[config.mk]
export PLATFORM = sky130hd
export DESIGN_NAME = seg7_scan_decoder_flat
export DESIGN_NICKNAME = d
export VERILOG_FILES = /design/src/rtl/seg7_pkg.sv /design/src/rtl/seg7_scan_decoder_if.sv /design/src/rtl/seg7_pattern_decode.sv /design/src/rtl/seg7_scan_decoder.sv /design/src/flat_wrapper.sv
export SDC_FILE = /design/constraint.sdc
export NUM_CORES = 1
export LEC_CHECK = 0
export CORE_ASPECT_RATIO = 0.8
export CORE_MARGIN = 3
export CORE_UTILIZATION = 51
export DETAILED_ROUTE_END_ITERATION = 12
export PLACE_DENSITY_LB_ADDON = 0.08
export SYNTH_ARGS = -nofsm -noshare
export SYNTH_HDL_FRONTEND = slang
export SYNTH_SLANG_ARGS = --single-unit
[constraint.sdc]
create_clock -name clk -period 3.55 [get_ports clk]
set_input_delay 0.355 -clock clk [delete_from_list [all_inputs] [get_ports clk]]
set_output_delay 0.355 -clock clk [all_outputs]
set_load 0.005 [all_outputs]
[src/rtl/seg7_pkg.sv]
// Shared constants for the 4-digit 7-segment display path: segment codes,
// one-hot digit selects and the scan decoder FSM state type.
package seg7_pkg;

  localparam logic [6:0] SEG_0 = 7'h3F;
  localparam logic [6:0] SEG_1 = 7'h06;
  localparam logic [6:0] SEG_2 = 7'h5B;
  localparam logic [6:0] SEG_3 = 7'h4F;
  localparam logic [6:0] SEG_4 = 7'h66;
  localparam logic [6:0] SEG_5 = 7'h6D;
  localparam logic [6:0] SEG_6 = 7'h7D;
  localparam logic [6:0] SEG_7 = 7'h07;
  localparam logic [6:0] SEG_8 = 7'h7F;
  localparam logic [6:0] SEG_9 = 7'h6F;

  localparam logic [3:0] DIG_TH   = 4'b1000;
  localparam logic [3:0] DIG_HU   = 4'b0100;
  localparam logic [3:0] DIG_TE   = 4'b0010;
  localparam logic [3:0] DIG_UN   = 4'b0001;
  localparam logic [3:0] DIG_NONE = 4'b0000;

  typedef enum logic [1:0] {
    ST_IDLE  = 2'd0,
    ST_EXP_H = 2'd1,
    ST_EXP_T = 2'd2,
    ST_EXP_U = 2'd3
  } scan_state_t;

  // Shift-and-add multiply; operands never exceed 999 so 14 bits cannot overflow.
  function automatic logic [13:0] times10(input logic [13:0] a);
    return (a << 3) + (a << 1);
  endfunction

endpackage

[src/rtl/seg7_scan_decoder_if.sv]
// Display scan bus: one-hot digit select plus active-high segments.
// No handshake: the master drives every cycle and the slave samples every cycle.
interface seg7_scan_decoder_if;
  logic [3:0] digit_i;
  logic [6:0] seg_data_i;

  modport master (output digit_i, output seg_data_i);
  modport slave  (input  digit_i, input  seg_data_i);
endinterface

[src/rtl/seg7_pattern_decode.sv]
// Combinational map from a 7-segment pattern back to its BCD digit.
module seg7_pattern_decode
  import seg7_pkg::*;
(
  input  logic [6:0] pattern,
  output logic [3:0] digit,
  output logic       valid
);

  always_comb begin
    digit = 4'd0;
    valid = 1'b1;
    case (pattern)
      SEG_0:   digit = 4'd0;
      SEG_1:   digit = 4'd1;
      SEG_2:   digit = 4'd2;
      SEG_3:   digit = 4'd3;
      SEG_4:   digit = 4'd4;
      SEG_5:   digit = 4'd5;
      SEG_6:   digit = 4'd6;
      SEG_7:   digit = 4'd7;
      SEG_8:   digit = 4'd8;
      SEG_9:   digit = 4'd9;
      default: valid = 1'b0;
    endcase
  end

endmodule

[src/rtl/seg7_scan_decoder.sv]
// Samples a multiplexed 4-digit display scan, checks scan order and segment
// patterns, and reassembles each complete frame into a binary value.
module seg7_scan_decoder
  import seg7_pkg::*;
#(
  parameter int SEG_LAG   = 1,
  parameter int ERR_CNT_W = 8
) (
  input  logic                 clk,
  input  logic                 rst,
  seg7_scan_decoder_if.slave   scan,
  output logic [13:0]          value_o,
  output logic                 valid_o,
  output logic                 changed_o,
  output logic                 frame_err_o,
  output logic                 seg_err_o,
  output logic [ERR_CNT_W-1:0] err_cnt_o,
  output scan_state_t          dbg_state
);

  logic [3:0]  digit_d;
  logic [3:0]  pat_digit;
  logic        pat_valid;
  logic [3:0]  exp_code;
  logic [13:0] acc;
  logic [13:0] acc_next;
  scan_state_t state;

  // Realign the select with the segments, which the driver registers later.
  generate
    if (SEG_LAG == 0) begin : g_no_lag
      assign digit_d = scan.digit_i;
    end else begin : g_lag
      logic [3:0] digit_q;
      always_ff @(posedge clk) begin
        if (rst) digit_q <= DIG_NONE;
        else     digit_q <= scan.digit_i;
      end
      assign digit_d = digit_q;
    end
  endgenerate

  seg7_pattern_decode u_decode (
    .pattern (scan.seg_data_i),
    .digit   (pat_digit),
    .valid   (pat_valid)
  );

  always_comb begin
    exp_code = DIG_TH;
    case (state)
      ST_IDLE:  exp_code = DIG_TH;
      ST_EXP_H: exp_code = DIG_HU;
      ST_EXP_T: exp_code = DIG_TE;
      ST_EXP_U: exp_code = DIG_UN;
      default:  exp_code = DIG_TH;
    endcase
  end

  assign acc_next  = times10(acc) + {10'd0, pat_digit};
  assign dbg_state = state;

  always_ff @(posedge clk) begin
    if (rst) begin
      state       <= ST_IDLE;
      acc         <= '0;
      value_o     <= '0;
      valid_o     <= 1'b0;
      changed_o   <= 1'b0;
      frame_err_o <= 1'b0;
      seg_err_o   <= 1'b0;
      err_cnt_o   <= '0;
    end else begin
      valid_o     <= 1'b0;
      changed_o   <= 1'b0;
      frame_err_o <= 1'b0;
      seg_err_o   <= 1'b0;
      if (digit_d != DIG_NONE) begin
        if (state == ST_IDLE) begin
          // Only a thousands select can open a frame; anything else is noise.
          if (digit_d == DIG_TH) begin
            if (pat_valid) begin
              acc   <= {10'd0, pat_digit};
              state <= ST_EXP_H;
            end else begin
              seg_err_o <= 1'b1;
              if (!(&err_cnt_o)) err_cnt_o <= err_cnt_o + ERR_CNT_W'(1);
            end
          end
        end else if (digit_d == exp_code && pat_valid) begin
          if (state == ST_EXP_U) begin
            value_o   <= acc_next;
            valid_o   <= 1'b1;
            changed_o <= (acc_next != value_o);
            state     <= ST_IDLE;
          end else begin
            acc   <= acc_next;
            state <= (state == ST_EXP_H) ? ST_EXP_T : ST_EXP_U;
          end
        end else begin
          frame_err_o <= (digit_d != exp_code);
          seg_err_o   <= !pat_valid;
          if (!(&err_cnt_o)) err_cnt_o <= err_cnt_o + ERR_CNT_W'(1);
          // A clean thousands pair restarts the frame instead of being lost.
          if (digit_d == DIG_TH && pat_valid) begin
            acc   <= {10'd0, pat_digit};
            state <= ST_EXP_H;
          end else begin
            state <= ST_IDLE;
          end
        end
      end
    end
  end

endmodule
[src/flat_wrapper.sv]
// flat-port wrapper written by rule: the top's interface ports become plain ports
module seg7_scan_decoder_flat import seg7_pkg::*;
#(
  parameter int SEG_LAG   = 1,
  parameter int ERR_CNT_W = 8
)
  (clk, rst, value_o, valid_o, changed_o, frame_err_o, seg_err_o, err_cnt_o, dbg_state, scan_digit_i, scan_seg_data_i);
  seg7_scan_decoder_if scan_i ();
  input  logic clk;
  input  logic rst;
  output logic [13:0] value_o;
  output logic valid_o;
  output logic changed_o;
  output logic frame_err_o;
  output logic seg_err_o;
  output logic [ERR_CNT_W-1:0] err_cnt_o;
  output scan_state_t dbg_state;
  input wire logic [$bits(scan_i.digit_i)-1:0] scan_digit_i;
  input wire logic [$bits(scan_i.seg_data_i)-1:0] scan_seg_data_i;
  assign scan_i.digit_i = scan_digit_i;
  assign scan_i.seg_data_i = scan_seg_data_i;
  seg7_scan_decoder #(.SEG_LAG(SEG_LAG), .ERR_CNT_W(ERR_CNT_W)) u_core (.clk(clk), .rst(rst), .scan(scan_i), .value_o(value_o), .valid_o(valid_o), .changed_o(changed_o), .frame_err_o(frame_err_o), .seg_err_o(seg_err_o), .err_cnt_o(err_cnt_o), .dbg_state(dbg_state));
endmodule
-- After elaboration in Yosys (flattened, before gate mapping)
Index checks and enable logic that the tools add are counted.
- flip-flop bits (word level): 45
- input port bits: 13
- output and inout bits: 28
- logic and storage cells: 80
- add/sub/neg operators: 3
- equal/unequal tests: 22
- mux-type cells: 26
- bitwise operators: 4
- reduce and logical (&&, ||, !) cells: 16
- operators with widths (kind ; number):
    $mux W13 ; 6
    $eq A7 B7 Y1 const B ; 7
    $mux W8 ; 5
    $pmux W4 S9 ; 1
    $pmux W4 S4 ; 1
    $add A14 B14 Y14 ; 1
    $add A14 B4 Y14 ; 1
    $eq A7 B3 Y1 const B ; 2
    $ne A14 B14 Y1 ; 1
    $mux W2 ; 5
    $reduce_or A10 Y1 ; 1
    $add A8 B1 Y8 const B ; 1
    $mux W1 ; 8
    $reduce_and A4 Y1 ; 2
    $reduce_and A8 Y1 ; 1
    $reduce_or A4 Y1 ; 2
    $eq A7 B6 Y1 const B ; 1
    $reduce_and A5 Y1 ; 1
    $reduce_or A5 Y1 ; 1
    $eq A2 B2 Y1 const B ; 2
    $eq A4 B4 Y1 ; 1
    $eq A4 B4 Y1 const B ; 1
    $ne A2 B1 Y1 const B ; 2
    $ne A2 B2 Y1 const B ; 2
    11 further kinds ; 15

-- Longest topological paths before layout
Gate-level depths: netlist (run 1).
- word-level depth: 7
- gate-level depth with buffers: 16
- mapped depth without buffers: 15

-- By module
From an unflattened synthesis (run 1), not the netlist that was laid out.
- cells, all modules: 373
- area, all modules: 3121.7 um2
- modules (own cells, without submodules) (module ; instances ; cells each ; area each (um2) ; sequential area each (um2)):
    seg7_scan_decoder ; 1 ; 341 ; 2920.3 ; 900.9
    seg7_pattern_decode ; 1 ; 32 ; 201.4 ; 0.0

-- Worst setup path after synthesis (run 1)
No wires, ideal clock.
- path type: input to register
- start: input port scan_seg_data_i[3]
- end: register u_core.changed_o
- setup time: 125 ps
- arrival: 3586 ps
- data required time: 3425 ps
- setup slack: -161 ps
- stages: 15
- path buffers: 0
- cells stage by stage: or2_2 nor4b_1 o21ai_0 o31ai_1 ha_1 ha_1 inv_1 fa_1 nand2b_1 a21oi_1 xor2_1 xnor2_1 nand2_1 a2111o_1 o41a_1
- word-level cells in the longest chain between the ends: 6
- elaborated cells between the ends (all ways): 18
- classes of those cells: 1 x add/sub; 11 x eq/ne; 2 x mux; 1 x bitwise; 3 x reduce/logical
- ends and longest elaborated chain (element ; RTL line ; source):
    start, declared ; flat_wrapper.sv:19 ; input wire logic [$bits(scan_i.seg_data_i)-1:0] scan_seg_data_i;
    parallel branches: the longest is 6 deep, another holds $add A14 B4 Y14 ; -- ;
    end signal, assigned ; seg7_scan_decoder.sv:94 ; changed_o <= (acc_next != value_o);
    end, declared ; seg7_scan_decoder.sv:14 ; output logic changed_o,
Several ways; the timed one is not identified.
A chain may end at the register's enable or synchronous reset.

-- Worst setup path in the final report (run 1)
- start: input port scan_seg_data_i[0]
- end: register u_core.changed_o
The elaborated chain is that of the path after synthesis.

==> results of run 1 <==
-- logic make-up (layout without fill, tap and decap cells) --
| kind of cell | after synthesis | after routing | share of synthesized area [%] |
|---|---|---|---|
| adders and majority gates | 25 | 25 | 10.3 |
| AOI/OAI and AO/OA | 98 | 98 | 20.8 |
| muxes | 10 | 10 | 3.30 |
| and+or+nand+nor | 160 | 160 | 26.3 |
| buffers and inverters | 34 | 107 | 4.44 |
| xor gates and xnor gates | 22 | 22 | 6.49 |
| DFF | 45 | 45 | 28.3 |
-- power groups by stage --
stage,Clock (mW),Sequential [mW],Combinational [mW]
after detailed placement,0,0.533,0.117
after global routing,0.362,0.523,0.140
after global placement,0,0.533,0.115
final,0.330,0.522,0.128
after floorplan,0,0.531,0.0686
after CTS,0.345,0.522,0.123
-- metal layers --
metal / global-route usage (%) / wire length [um]
met4: 5.77 / 71
met3: 4.84 / 400
met2: 36.9 / 3920
met5: 0 / 0
met1: 34.3 / 4100
-- synthesized netlist by cell type (3+ instances only) --
master	instances	share of area (%)
xnor2_1	12	3.3
nor2b_1	12	2.4
nand4_1	7	1.4
a21oi_1	36	5.7
o21ai_0	12	1.9
clkbuf_1	11	1.3
mux2_2	4	1.4
o31ai_1	4	0.94
a31oi_1	5	0.98
or2_2	4	0.79
nor2_1	37	4.4
a22oi_1	5	1.2
nor4b_1	4	1.1
and2_1	4	0.79
nand2b_1	8	1.6
dfxtp_1	45	28
nor3_1	7	1.1
a21o_1	5	1.2
buf_2	11	1.7
nor3b_1	4	0.94
nand3_1	13	2.0
nand2_1	38	4.5
xor2_1	9	2.5
or4_1	3	0.71
nor4_1	4	0.79
ha_1	23	9.0
inv_1	12	1.4
a211oi_1	9	2.1
mux2i_1	6	1.9
-- area by class of cell --
type	count	share of cell area, %
timing repair buffer	88	18.0
clock inverter	1	0.182
clock buffer	6	2.00
inverter	12	1.09
multi-input combinational	315	54.5
tap	81	2.45
sequential	45	21.8
-- per-stage QoR --
stage / cells / cell area (sq um) / util, %
after floorplan: 394 / 3200 / -
after global placement: 526 / 3850 / 64.5
after detailed placement: 526 / 3850 / 64.5
after CTS: 544 / 4060 / 67.9
after global routing: 548 / 4130 / 69.1
final: 548 / 4130 / 69.1
-- worst register-to-register path: stages, from the launching register on --
cell and delay (ns):
dfxtp_1 0.43, ha_1 0.29, ha_1 0.40, a21o_1 0.25
a2111oi_2 0.48, a21oi_1 0.22, xnor2_1 0.21, nand4_1 0.12
a2111o_1 0.31, o41a_1 0.42
-- timing repair --
action,4_1_cts,5_1_grt
setup buffers,11,4
endpoints found under the setup margin,4,4
gates resized for setup,21,21
pin swaps,13,15
gates cloned,0,0
-- final timing paths --
check / start / cells past startpoint / to / slack [ns]
worst max-delay path: scan_seg_data_i[0] / 12 / u_core.changed_o / 0.05
worst min-delay path: u_core.value_o[9] / 2 / u_core.value_o[9] / 0.48
worst max register to register: u_core.acc[2] / 9 / u_core.changed_o / 0.32
worst min register to register: u_core.value_o[9] / 2 / u_core.value_o[9] / 0.48
-- state kept, by name, summed over array words and instances (netlist names) --
name,count
u_core.digit_d,4
u_core.changed_o,1
u_core.valid_o,1
u_core.seg_err_o,1
u_core.err_cnt_o,8
u_core.frame_err_o,1
u_core.value_o,14
u_core.dbg_state,2
u_core.acc,13
-- cell usage in the layout (no fill, tap or decap), drive strengths merged, types with 12 or more instances in the layout --
cell           count
xnor2             12
inv               12
ha                23
buf               51
dfxtp             45
a21oi             37
nand2             38
nand3             13
clkdlybuf4s50     34
o21ai             13
nor2              37
nor2b             12
==> summary.txt, run 1 <==
Placement
  – I/O Buffers: 40
  – Hpwl dp: between 6000 and 7000 um
  – Place WS: -0.676 ns
  – Gp weighted congestion: 0.948

Global routing
  – GRT Residual Overflow: 0
  – Total GRT Usage: 24.0%
  – Largest net degree at the start of global routing: 29
  – Vias in the first global route: between 2000 and 3000
  – Initial antenna violation count: 0
  – Global-route wire length before repair: 14000 um

STA
  – Post-layout worst setup margin: 0.0456 ns
  – RSZ-0062 raised after global routing: yes
  – Final Hold Vio Count: 0
  – Period minus WS final: ~3.5 ns
  – Max_slew headroom: 52.6%
  – Endpoints failing setup: 0
  – Fin Setup TNS: 0 ns
  – Hold_ws: a little under 0.5 ns
  – Slew @ Worst Pin: around 0.71 ns
  – Fin. max-slew vios: 0
  – Fin Clk Skew: slightly below 0.008 ns
  – Fin crit share: a little over nine tenths
  – Fmax: 285 MHz

Floorplan
  – Site row count: 25
  – Die H: 76.6 um
  – Io pins: between 40 and 50
  – Die W: between 90 and 100 um
  – Initial core utilization: around 53%
  – Total die area: 0.00723 sq mm
  – Total core area: between 0.005 and 0.006 sq mm

Layout
  – Final nets: ~500
  – Sequential cell area: approximately 900 sq um
  – Antenna diodes: 0
  – Layout cells sized above 1: roughly a fifth
  – Filler cells: 501
  – Area of the multi-input gates: about 0.0022 sq mm
  – Area delta synth->final: 29.8%

Critical path
  – Crit-path max FO: 3
  – Startpoint types: primary input
  – Crit end category: flop
  – Crit-path slowest cell: clkdlybuf4s50_1
  – Arrival time worst endpoint: about 3.7 ns
  – Crit-path cells: clkdlybuf4s50_1, nand2_1, nor2_4, fa_1, ha_1, a21oi_1, nand4b_1, a21oi_1, a21o_2, a21oi_1, a2111o_1, o41a_1
  – Critical Path RT: 3.74 ns
  – CP max stage delay: 0.49 ns
  – Cell family with most CP delay: compound AO/OA/AOI/OAI gates
  – Buffer and inverter count on the worst path: 1
  – Crit path kind: in -> reg
  – Critical Path Most Common Cell: a21oi_1

Synth
  – FFs w/ async S/R, synth: 0%
  – Synth Warn #: 0
  – Number of synthesized flops with an enable pin: 0
  – Syn nets: between 400 and 500
  – Mapped cell area: between 0.003 and 0.004 sq mm
  – Seq/Total Area, Yosys: between 20% and 30%
  – Average size of a mapped cell: approximately 8.1 sq um
  – Most used flip-flop cell after synthesis: dfxtp_1
  – Cells after Synth: 394
  – Synthesized flop and latch total: 45
  – Distinct cells, synth: 63

Pwr
  – Combinational Power Share: a little over an eighth
  – Sequential Power Share: a little over half
  – Clock power frac: between 30% and 40%
  – Net Sw Power: approximately 0.25 mW
  – P_leak: around 1.7 nW
  – PD cells: between 200 and 250 mW/mm^2
  – VDD IR-drop max: 0.188 mV
  – Sw Ratio: 25.5%
  – Pint: approximately 0.73 mW
  – Pwr Total: 0.979 mW

Clock tree
  – CTS Buf Count: 5
  – Clock transition at the registers of the reported paths: 0.09 ns
  – CTS HTree Levels: 2
  – Skew-Pair Late Insertion Delay: about 0.30 ns
  – Hold-fix buffers, CTS: 0
  – Num Clock Sinks: 45
  – CTS tree: yes
  – Clock Path Buffers: 2
  – CTS Root Cell: clkbuf_8

Run status
  – Status: finished, final reports clean

Detailed routing
  – DRC viols: 0
  – Final ANT Viol Nets: 0
  – Detailed Route WL: roughly 8500 um
  – Starting DRT DRC Count: ~160
  – Wirelength per Cell: 15.5 um
  – Vias: between 3000 and 4000
  – Vias/cell: 5.77
  – First-pass detailed-route iteration total: 4

Hold path
  – HP Class: reg -> reg

Flow run
  – MaxCap Viol Count: 0
Power figures use the tool's default switching activity.
==> run 2: changes to the inputs <==
--- a/config.mk
+++ b/config.mk
@@ -9,5 +9,6 @@
 export CORE_MARGIN = 3
-export CORE_UTILIZATION = 51
+export CORE_UTILIZATION = 45
 export DETAILED_ROUTE_END_ITERATION = 12
 export PLACE_DENSITY_LB_ADDON = 0.08
+export SLEW_MARGIN = 20
 export SYNTH_ARGS = -nofsm -noshare
--- a/constraint.sdc
+++ b/constraint.sdc
@@ -3,2 +3,2 @@
 set_output_delay 0.355 -clock clk [all_outputs]
-set_load 0.005 [all_outputs]
+set_load 0.1 [all_outputs]
==> run 2 against run 1 <==
Against the previous run:
- via count shrank 2.8%
- critical path depth grew 4
- maximum frequency grew 1.3%
- non-clock buffer count shrank 9
- worst hold slack gained 0.0063 ns
- register-to-register slack gained 0.14 ns
- final area shrank 0.91%
- setup slack gained 0.045 ns
- cell count shrank 0.91%
- clock-buffer cell count is the same
- die area grew 12%
- combinational power grew 16%
- critical path type unchanged
==> summary.txt, run 2 (synthesized netlist as in run 1, its figures left out) <==
Run status
  – Status: finished, final reports clean

Clock tree
  – Num Clock Sinks: 45 (unchanged)
  – Skew-Pair Late Insertion Delay: 0.31 ns (about the same)
  – Clock transition at the registers of the reported paths: 0.10 ns (about the same)
  – Clock Path Buffers: 2 (unchanged)
  – CTS Buf Count: 5 (unchanged)
  – CTS Root Cell: clkbuf_8
  – Hold-fix buffers, CTS: 0 (unchanged)
  – CTS tree: yes
  – CTS HTree Levels: 2 (unchanged)

STA
  – Slew @ Worst Pin: 0.987 ns (+0.279 ns)
  – Fmax: 289 MHz (+1.3%)
  – Final Hold Vio Count: 0 (unchanged)
  – Post-layout worst setup margin: 0.0904 ns (+0.0449 ns)
  – Fin Clk Skew: 0.0127 ns (+0.00498 ns)
  – Fin. max-slew vios: 0 (unchanged)
  – Period minus WS final: 3.46 ns (-0.0449 ns)
  – Hold_ws: 0.487 ns (+0.00633 ns)
  – Endpoints failing setup: 0 (unchanged)
  – Max_slew headroom: 34.0% (-19 points)
  – Fin crit share: 97.5% (-1.3 points)

Global routing
  – Vias in the first global route: 2922 (+0.76%)
  – Largest net degree at the start of global routing: 22 (-24%)
  – Global-route wire length before repair: 14500 um (+3.5%)
  – Initial antenna violation count: 0 (unchanged)
  – Total GRT Usage: 22.0% (-2.0 points)
  – GRT Residual Overflow: 0 (unchanged)

Layout
  – Filler cells: 594 (+19%)
  – Layout cells sized above 1: 17.4% (-2.5 points)
  – Fin area: 0.00409 sq mm (-0.91%)
  – Antenna diodes: 0 (unchanged)
  – Most frequent cells in the layout: 45 x dfxtp_1, 39 x buf_4, 38 x nand2_1
  – Largest regs: u_core.value_o x14, u_core.acc x13, u_core.err_cnt_o x8
  – Final nets: 496 (-1.8%)
  – Top reg by flops: u_core.value_o
  – Commonest non-fill, non-tap cell in the layout: dfxtp_1
  – Max FFs per register: 14 (unchanged)
  – Area delta synth->final: 28.6%

Critical path
  – Arrival time worst endpoint: 3.66 ns (-0.03 ns)
  – Crit-path slowest cell: a2111o_1
  – Crit end category: flop
  – Buffer and inverter count on the worst path: 2 (+1)
  – CP max stage delay: 0.39 ns (-0.10 ns)
  – Crit path kind: in -> reg
  – Cell family with most CP delay: simple AND/OR/NAND/NOR gates
  – Crit-path max FO: 3 (unchanged)
  – Crit-path cells: clkdlybuf4s15_1, or2_4, nor4b_4, a31oi_1, nor2b_1, ha_2, ha_4, inv_2, fa_2, nand2b_4, a21oi_4, xor2_2, xnor2_1, nand2_1, a2111o_1, o41a_1
  – Critical Path RT: 3.75 ns (about the same)
  – Startpoint types: primary input

Floorplan
  – Io pins: 41 (unchanged)
  – Die H: 81.2 um (+6.0%)
  – Die W: 100 um (+6.0%)
  – Initial core utilization: 48.2% (-5.1 points)
  – Site row count: 26 (+4.0%)
  – Total core area: 0.00660 sq mm (+11%)
  – Total die area: 0.00812 sq mm (+12%)

Detailed routing
  – Vias/cell: 5.66 (-1.9%)
  – Detailed Route WL: 8590 um (+1.1%)
  – Starting DRT DRC Count: 146 (-10%)
  – Vias: 3072 (-2.8%)
  – DRC viols: 0 (unchanged)
  – First-pass detailed-route iteration total: 5 (+1)
  – Wirelength per Cell: 15.8 um (+2.1%)
  – Final ANT Viol Nets: 0 (unchanged)

Flow run
  – MaxCap Viol Count: 0 (unchanged)

Pwr
  – P_leak: 1.66 nW (-2.5%)
  – Pwr Total: 1.03 mW (+4.7%)
  – PD cells: 251 mW/mm^2 (+5.7%)
  – VDD IR-drop max: 0.187 mV (-0.39%)

Placement
  – Placed Area: 0.00387 sq mm (+0.49%)
  – I/O Buffers: 40 (unchanged)
  – Gp weighted congestion: 0.892 (-5.8%)
  – Hpwl dp: 6360 um (+5.4%)
  – Place WS: -0.649 ns (+0.0263 ns)

Hold path
  – HP Class: reg -> reg
-- run 2: metal layers --
| layer | up-vias | track usage, % | share of wire [%] |
|---|---|---|---|
| li1 | 1552 | - | - |
| met1 | 1426 | 32.0 | 51 |
| met2 | 84 | 34.1 | 43 |
| met3 | 10 | 3.61 | 4.8 |
| met4 | 0 | 5.11 | 1.0 |
| met5 | - | 0 | 0 |
-- run 2: worst min-delay path, stage by stage, from the launching register on --
cell and delay (ns):
dfxtp_1 0.34, nand2_1 0.06, a21oi_1 0.05
-- run 2: where the power goes --
part / switching [mW] / total, mW / internal [mW] / leakage (nW)
sequential: 0.0101 / 0.521 / 0.511 / 0.364
clock: 0.194 / 0.356 / 0.162 / 0.0518
combinational: 0.0864 / 0.149 / 0.0622 / 1.24
total: 0.290 / 1.03 / 0.735 / 1.66
-- run 2: area by class of cell --
cell class	instances	area, sq um	area share, %
clock inverter	2	17.5	0.428
multi-input combinational	315	2260	55.1
inverter	12	45.0	1.10
sequential	45	901	22.0
tap	84	105	2.57
clock buffer	6	82.6	2.02
timing repair buffer	79	686	16.8
-- run 2: what timing repair did --
action / 4_1_cts / 5_1_grt
gates resized for setup: 17 / 11
endpoints found under the setup margin: 3 / 2
setup buffers: 3 / 2
hold endpoints to repair: 0 / 0
pin swaps: 15 / 11
-- run 2: final timing paths --
path	start	slack, ns	to	cells after the start
min	u_core.value_o[13]	0.49	u_core.value_o[13]	2
max reg2reg	u_core.acc[2]	0.46	u_core.changed_o	9
max	scan_seg_data_i[3]	0.09	u_core.changed_o	16
min reg2reg	u_core.value_o[13]	0.49	u_core.value_o[13]	2
-- run 2: metrics by stage --
stage | instances | util, % | TNS [ns]
floorplan | 394 | - | 0
global placement | 530 | 58.6 | -1.29
detailed placement | 530 | 58.6 | -2.08
CTS | 541 | 61.0 | 0
global route | 543 | 62.0 | -0.0176
finish | 543 | 62.0 | 0
